`src/rtl/date_counter_if.sv`:
```
// Date counter control/status bundle: enables, adjust requests and the calendar outputs.
// The master side drives the controls and observes the date.
interface date_counter_if;
    logic        en_1;
    logic        up;
    logic        down;
    logic [2:0]  select_item;
    logic        carry_in;
    logic [4:0]  day_bin;
    logic [3:0]  month_bin;
    logic [11:0] year_bin;
    logic        leap_year;
    logic        carry_out;

    modport master (
        output en_1, up, down, select_item, carry_in,
        input  day_bin, month_bin, year_bin, leap_year, carry_out
    );

    modport slave (
        input  en_1, up, down, select_item, carry_in,
        output day_bin, month_bin, year_bin, leap_year, carry_out
    );
endinterface

```
`src/rtl/date_counter.sv`:
```
// Calendar date counter (day/month/year) advanced by a daily carry pulse, with manual
// up/down adjustment per item and a registered millennium-rollover carry.
module date_counter #(
    parameter logic [2:0]  SELECT_DAY   = 3'b011,
    parameter logic [2:0]  SELECT_MONTH = 3'b100,
    parameter logic [2:0]  SELECT_YEAR  = 3'b101,
    parameter int unsigned YEAR_MIN     = 2000,
    parameter int unsigned YEAR_MAX     = 2999
) (
    input logic          clk_1Hz,
    input logic          rst,
    date_counter_if.slave bus
);

    localparam logic [11:0] YMIN = 12'(YEAR_MIN);
    localparam logic [11:0] YMAX = 12'(YEAR_MAX);

    logic [4:0]  day_q, day_d;
    logic [3:0]  month_q, month_d;
    logic [11:0] year_q, year_d;
    logic        carry_out_q, carry_out_d;

    logic [4:0]  cur_len;
    logic [4:0]  new_len;
    logic        adjust;

    function automatic logic is_leap(input logic [11:0] y);
        return ((y % 12'd4 == 12'd0) && (y % 12'd100 != 12'd0)) || (y % 12'd400 == 12'd0);
    endfunction

    function automatic logic [4:0] month_len(input logic [3:0] m, input logic leap);
        logic [4:0] len;
        case (m)
            4'd4, 4'd6, 4'd9, 4'd11: len = 5'd30;
            4'd2:                    len = leap ? 5'd29 : 5'd28;
            default:                 len = 5'd31;
        endcase
        return len;
    endfunction

    always_comb begin
        day_d       = day_q;
        month_d     = month_q;
        year_d      = year_q;
        carry_out_d = 1'b0;
        cur_len     = month_len(month_q, is_leap(year_q));
        new_len     = cur_len;
        adjust      = (bus.select_item == SELECT_DAY) || (bus.select_item == SELECT_MONTH) ||
                      (bus.select_item == SELECT_YEAR);

        if (adjust) begin
            // carry_in is dropped while adjusting; up wins over down
            if (bus.up || bus.down) begin
                if (bus.select_item == SELECT_DAY) begin
                    if (bus.up) day_d = (day_q >= cur_len) ? 5'd1 : day_q + 5'd1;
                    else        day_d = (day_q <= 5'd1) ? cur_len : day_q - 5'd1;
                end else if (bus.select_item == SELECT_MONTH) begin
                    if (bus.up) month_d = (month_q >= 4'd12) ? 4'd1 : month_q + 4'd1;
                    else        month_d = (month_q <= 4'd1) ? 4'd12 : month_q - 4'd1;
                    new_len = month_len(month_d, is_leap(year_q));
                    if (day_q > new_len) day_d = new_len;
                end else begin
                    if (bus.up) year_d = (year_q >= YMAX) ? YMIN : year_q + 12'd1;
                    else        year_d = (year_q <= YMIN) ? YMAX : year_q - 12'd1;
                    if (month_q == 4'd2 && day_q == 5'd29 && !is_leap(year_d)) day_d = 5'd28;
                end
            end
        end else if (bus.en_1 && bus.carry_in) begin
            if (day_q < cur_len) begin
                day_d = day_q + 5'd1;
            end else begin
                day_d = 5'd1;
                if (month_q < 4'd12) begin
                    month_d = month_q + 4'd1;
                end else begin
                    month_d = 4'd1;
                    if (year_q < YMAX) begin
                        year_d = year_q + 12'd1;
                    end else begin
                        year_d      = YMIN;
                        carry_out_d = 1'b1;
                    end
                end
            end
        end
    end

    always_ff @(posedge clk_1Hz) begin
        if (rst) begin
            day_q       <= 5'd1;
            month_q     <= 4'd1;
            year_q      <= YMIN;
            carry_out_q <= 1'b0;
        end else begin
            day_q       <= day_d;
            month_q     <= month_d;
            year_q      <= year_d;
            carry_out_q <= carry_out_d;
        end
    end

    assign bus.day_bin   = day_q;
    assign bus.month_bin = month_q;
    assign bus.year_bin  = year_q;
    assign bus.leap_year = is_leap(year_q);
    assign bus.carry_out = carry_out_q;

endmodule

```
`src/flat_wrapper.sv`:
```
// flat-port wrapper written by rule: the top's interface ports become plain ports
module date_counter_flat 
#(
    parameter logic [2:0]  SELECT_DAY   = 3'b011,
    parameter logic [2:0]  SELECT_MONTH = 3'b100,
    parameter logic [2:0]  SELECT_YEAR  = 3'b101,
    parameter int unsigned YEAR_MIN     = 2000,
    parameter int unsigned YEAR_MAX     = 2999
)
  (clk_1Hz, rst, bus_en_1, bus_up, bus_down, bus_select_item, bus_carry_in, bus_day_bin, bus_month_bin, bus_year_bin, bus_leap_year, bus_carry_out);
  date_counter_if bus_i ();
  input logic clk_1Hz;
  input logic rst;
  input wire logic [$bits(bus_i.en_1)-1:0] bus_en_1;
  input wire logic [$bits(bus_i.up)-1:0] bus_up;
  input wire logic [$bits(bus_i.down)-1:0] bus_down;
  input wire logic [$bits(bus_i.select_item)-1:0] bus_select_item;
  input wire logic [$bits(bus_i.carry_in)-1:0] bus_carry_in;
  output wire logic [$bits(bus_i.day_bin)-1:0] bus_day_bin;
  output wire logic [$bits(bus_i.month_bin)-1:0] bus_month_bin;
  output wire logic [$bits(bus_i.year_bin)-1:0] bus_year_bin;
  output wire logic [$bits(bus_i.leap_year)-1:0] bus_leap_year;
  output wire logic [$bits(bus_i.carry_out)-1:0] bus_carry_out;
  assign bus_i.en_1 = bus_en_1;
  assign bus_i.up = bus_up;
  assign bus_i.down = bus_down;
  assign bus_i.select_item = bus_select_item;
  assign bus_i.carry_in = bus_carry_in;
  assign bus_day_bin = bus_i.day_bin;
  assign bus_month_bin = bus_i.month_bin;
  assign bus_year_bin = bus_i.year_bin;
  assign bus_leap_year = bus_i.leap_year;
  assign bus_carry_out = bus_i.carry_out;
  date_counter #(.SELECT_DAY(SELECT_DAY), .SELECT_MONTH(SELECT_MONTH), .SELECT_YEAR(SELECT_YEAR), .YEAR_MIN(YEAR_MIN), .YEAR_MAX(YEAR_MAX)) u_core (.clk_1Hz(clk_1Hz), .rst(rst), .bus(bus_i));
endmodule
```
`config.mk`:
```
export PLATFORM = sky130hd
export DESIGN_NAME = date_counter_flat
export DESIGN_NICKNAME = d
export VERILOG_FILES = /design/src/rtl/date_counter_if.sv /design/src/rtl/date_counter.sv /design/src/flat_wrapper.sv
export SDC_FILE = /design/constraint.sdc
export NUM_CORES = 1
export LEC_CHECK = 0
export ABC_CLOCK_PERIOD_IN_PS = 6700
export CORE_MARGIN = 4
export CORE_UTILIZATION = 34
export CTS_BUF_LIST = sky130_fd_sc_hd__clkbuf_8
export DETAILED_ROUTE_END_ITERATION = 6
export PLACE_DENSITY = 0.51
export SLEW_MARGIN = 20
export SYNTH_ARGS = -nofsm -noshare
export SYNTH_HDL_FRONTEND = slang
export SYNTH_SLANG_ARGS = --single-unit
```
`constraint.sdc`:
```
create_clock -name clk_1Hz -period 6.7 [get_ports clk_1Hz]
set_input_delay 1.675 -clock clk_1Hz [delete_from_list [all_inputs] [get_ports clk_1Hz]]
set_output_delay 1.675 -clock clk_1Hz [all_outputs]
set_load 0.005 [all_outputs]
```
==> impl_metrics.py <==
metrics = {
    "outcome": {
        "status": "completed",
    },
    "power_and_ir_drop": {
        "comb_power_share_pct": 69.5,
        "pwr-share-seq_pct": 16.7,
        "internal-power_mw": 0.495,
        "switchingPower_mw": 0.399,
        "powerDensity_mw_per_mm2": 146,
        "pwr-share-clk_pct": 13.8,
        "total_leakage_power_nw": 2.32,
        "vdd_ir_drop_max_mv": 0.0919,
        "sw_frac_of_total_pct": 44.6,
    },
    "floorplanning": {
        "floorplan.initialDensity_pct": 35.1,
        "fp.dieH_um": 128,
        "core_mm2": 0.0140,
        "ios": 32,
        "die_x_um": 128,
        "die_area_mm2": 0.0165,
        "rows": 43,
    },
    "synthesis": {
        "synth-seq-cells": 22,
        "synth.area.mux_share_pct": 3.09,
        "yosys_warnings": 0,
        "synth_top_family_by_area": "compound AO/OA/AOI/OAI gates",
        "synthAdderAreaFrac_pct": 4.28,
        "synth-edff-count": 0,
        "dominantRegCellSynth": "dfxtp_1",
        "synth-xor-area-share_pct": 3.68,
        "netlist_area_mm2": 0.00493,
        "synthCells": 717,
        "async_flop_share_pct": 0,
        "synth-simple-area-share_pct": 30.0,
        "synth_compound_area_share_pct": 43.7,
        "ys_seq_area_share_pct": 8.92,
        "synth_fp_nets": 742,
        "synth_cell_type_count": 99,
        "syn_area_per_cell_um2": 6.88,
    },
    "grt": {
        "grt_use_total_pct": 19.8,
        "grt-ovfl-total": 0,
        "grt_max_degree": 25,
        "grt_pass1_wl_um": 27800,
        "antenna_found_initial": 0,
        "grt_pass1_vias": 5594,
    },
    "placed_design": {
        "port_buffers": 31,
        "pre_cts_ws_ns": -0.125,
        "post-place-cells": 957,
        "gp_congestion": 0.909,
        "dp_hpwl_um": 13100,
    },
    "hold_path": {
        "min_path_type": "reg -> reg",
        "hold_depth": 2,
    },
    "clock_network": {
        "root_buffer": "clkbuf_8",
        "cts_htree_levels": 1,
        "cts_sinks": 22,
        "cts_hold_repair.buffers": 0,
        "clk-insertion-delay-late_ns": 0.26,
        "cts_tree": "built",
        "path_clk_slew_ns": 0.08,
        "cts_buffers": 3,
        "clk_path_buf_depth": 2,
    },
    "detailed_routing": {
        "viasPerCell": 6.20,
        "drt_first_iter_violations": 695,
        "ant_nets": 0,
        "via_count": 5979,
        "wl_per_cell_um": 17.6,
        "first_pass_iters": 5,
        "drcViolationCount": 0,
        "drt_wl_total_um": 16900,
    },
    "job": {
        "max-cap-violations": 0,
    },
    "sta": {
        "finalCritPeriodShare_pct": 96.7,
        "worst_slack_ns": 0.218,
        "layout_min_cycle_time_ns": 6.48,
        "setup_viol": 0,
        "tightestPinTransition_ns": 0.906,
        "relSlewSlack_pct": 39.6,
        "finClkSkew_ns": 0.00735,
        "hold_viol_final": 0,
        "timing.fmax_mhz": 154,
        "setup_tns_ns": 0,
        "finalMaxSlewViolations": 0,
        "fin_hold_ws_ns": 0.583,
    },
    "final_layout": {
        "nFillCells": 1444,
        "post-route-util_pct": 43.5,
        "multi_input_area_mm2": 0.00431,
        "ff_latch_area_um2": 445,
        "final_cell_mix": "buf_4, a21oi_1, nand2_1, nor2_1, o21ai_0",
        "final_common_cell": "buf_4",
        "final_cells": 964,
        "area_delta_synth_final_pct": 23.7,
        "antenna_cells": 0,
        "nets": 810,
        "drive_gt1_share_pct": 21.6,
    },
    "critical_path": {
        "arrival_ns": 6.66,
        "startpoint_type": "primary input",
        "cp_max_fo": 10,
        "r2r_cells": 32,
        "cp-end-kind": "flip-flop",
        "path_class": "in -> reg",
        "worstPathRequired_ns": 6.88,
    },
}
## registers in the layout, indices dropped and copies added, names as in the netlist
| signal | flops |
|---|---|
| u_core.bus.day_bin | 5 |
| u_core.bus.year_bin | 12 |
| u_core.bus.month_bin | 4 |
| u_core.bus.carry_out | 1 |
## metal layers
metal  GRT usage [%]  vias up  share of wire [%]
met3            1.74       26                5.3
met5               0        -                  0
met1            28.1     2830                 47
met2            32.9      217                 46
li1                -     2906                  -
met4            4.00        0                1.7
## path summary, 6_finish.rpt
check | slack (ns) | start | to
worst max-delay path | 0.22 | bus_up | u_core.bus.day_bin[4]$_SDFFE_PP0P_
worst min-delay path | 0.58 | u_core.bus.day_bin[4]$_SDFFE_PP0P_ | u_core.bus.day_bin[4]$_SDFFE_PP0P_
worst max register to register | 0.49 | u_core.bus.year_bin[9]$_SDFFE_PP1P_ | u_core.bus.day_bin[0]$_SDFFE_PP1P_
worst min register to register | 0.58 | u_core.bus.day_bin[4]$_SDFFE_PP0P_ | u_core.bus.day_bin[4]$_SDFFE_PP0P_
## synth_stat cells (8+ instances only)
master / n / share of area, %
a21oi_1: 64 / 6.5
nand2_1: 59 / 4.5
nor2_1: 58 / 4.4
o21ai_0: 49 / 5.0
clkbuf_1: 34 / 2.6
nor3_1: 30 / 3.0
nand3_1: 26 / 2.6
dfxtp_1: 22 / 8.9
inv_1: 19 / 1.4
ha_1: 16 / 4.1
xnor2_1: 14 / 2.5
and3_1: 13 / 1.6
nand2b_1: 13 / 1.6
o21ai_1: 13 / 1.3
and2_1: 12 / 1.5
o22ai_1: 12 / 1.5
o31a_1: 11 / 2.0
a31oi_1: 10 / 1.3
buf_2: 10 / 1.0
nor4_1: 10 / 1.3
a211oi_1: 9 / 1.4
a21o_1: 9 / 1.4
a22oi_1: 9 / 1.4
mux2i_1: 9 / 1.8
nand4_1: 9 / 1.1
a311oi_1: 8 / 1.4
nor2b_1: 8 / 1.0
o31ai_1: 8 / 1.2
or2_2: 8 / 1.0
## cell type report
class	count	share of cell area [%]
well taps	180	3.69
repair buffers	114	15.9
clock inverters	1	0.492
clock buffers	3	0.677
inverters	20	1.23
flip-flops and latches	22	7.30
multi-input cells	624	70.7
## repair_timing
action | CTS | global route
pin swaps | 2 | 2
resized for setup | 10 | 32
setup endpoints to repair | 1 | 22
buffers inserted | 1 | 2
## power groups by stage
stage | clock network (mW) | logic [mW] | registers, mW
floorplan | 0 | 0.400 | 0.146
global placement | 0 | 0.576 | 0.151
detailed placement | 0 | 0.585 | 0.151
CTS | 0.127 | 0.594 | 0.149
global route | 0.136 | 0.680 | 0.151
finish | 0.124 | 0.621 | 0.149
## critical path, cell delays in order
cell             delay (ns)
clkdlybuf4s50_1        0.60
nand2b_1               0.13
a211o_1                0.28
a22oi_1                0.30
or2_2                  0.26
nor2_2                 0.09
o22a_1                 0.24
a22o_1                 0.27
o311a_2                0.37
o22ai_1                0.25
xnor2_2                0.17
nand3_1                0.14
o211ai_1               0.23
o21ai_2                0.11
ha_1                   0.25
a2111oi_4              0.33
nor2_1                 0.14
mux2i_2                0.24
a31oi_4                0.18
a211o_1                0.27
a21oi_1                0.14
## metrics by stage
| step | area [um2] | power, mW |
|---|---|---|
| final | 6100 | 0.894 |
| after detailed placement | 5860 | 0.736 |
| after floorplan | 4930 | 0.546 |
| after global routing | 6100 | 0.966 |
| after CTS | 5960 | 0.870 |
| after global placement | 5860 | 0.728 |
## kinds of logic (layout without fill, tap and decap cells)
kind of cell	count (synthesis)	in the layout
XOR/XNOR	19	19
flip-flops	22	22
AO/OA/AOI/OAI	296	296
adder cells (fa/ha/maj)	17	17
AND/OR/NAND/NOR	278	278
buffers and inverters	71	138
multiplexers	14	14
Note: power is estimated with default switching activity, not from simulation.
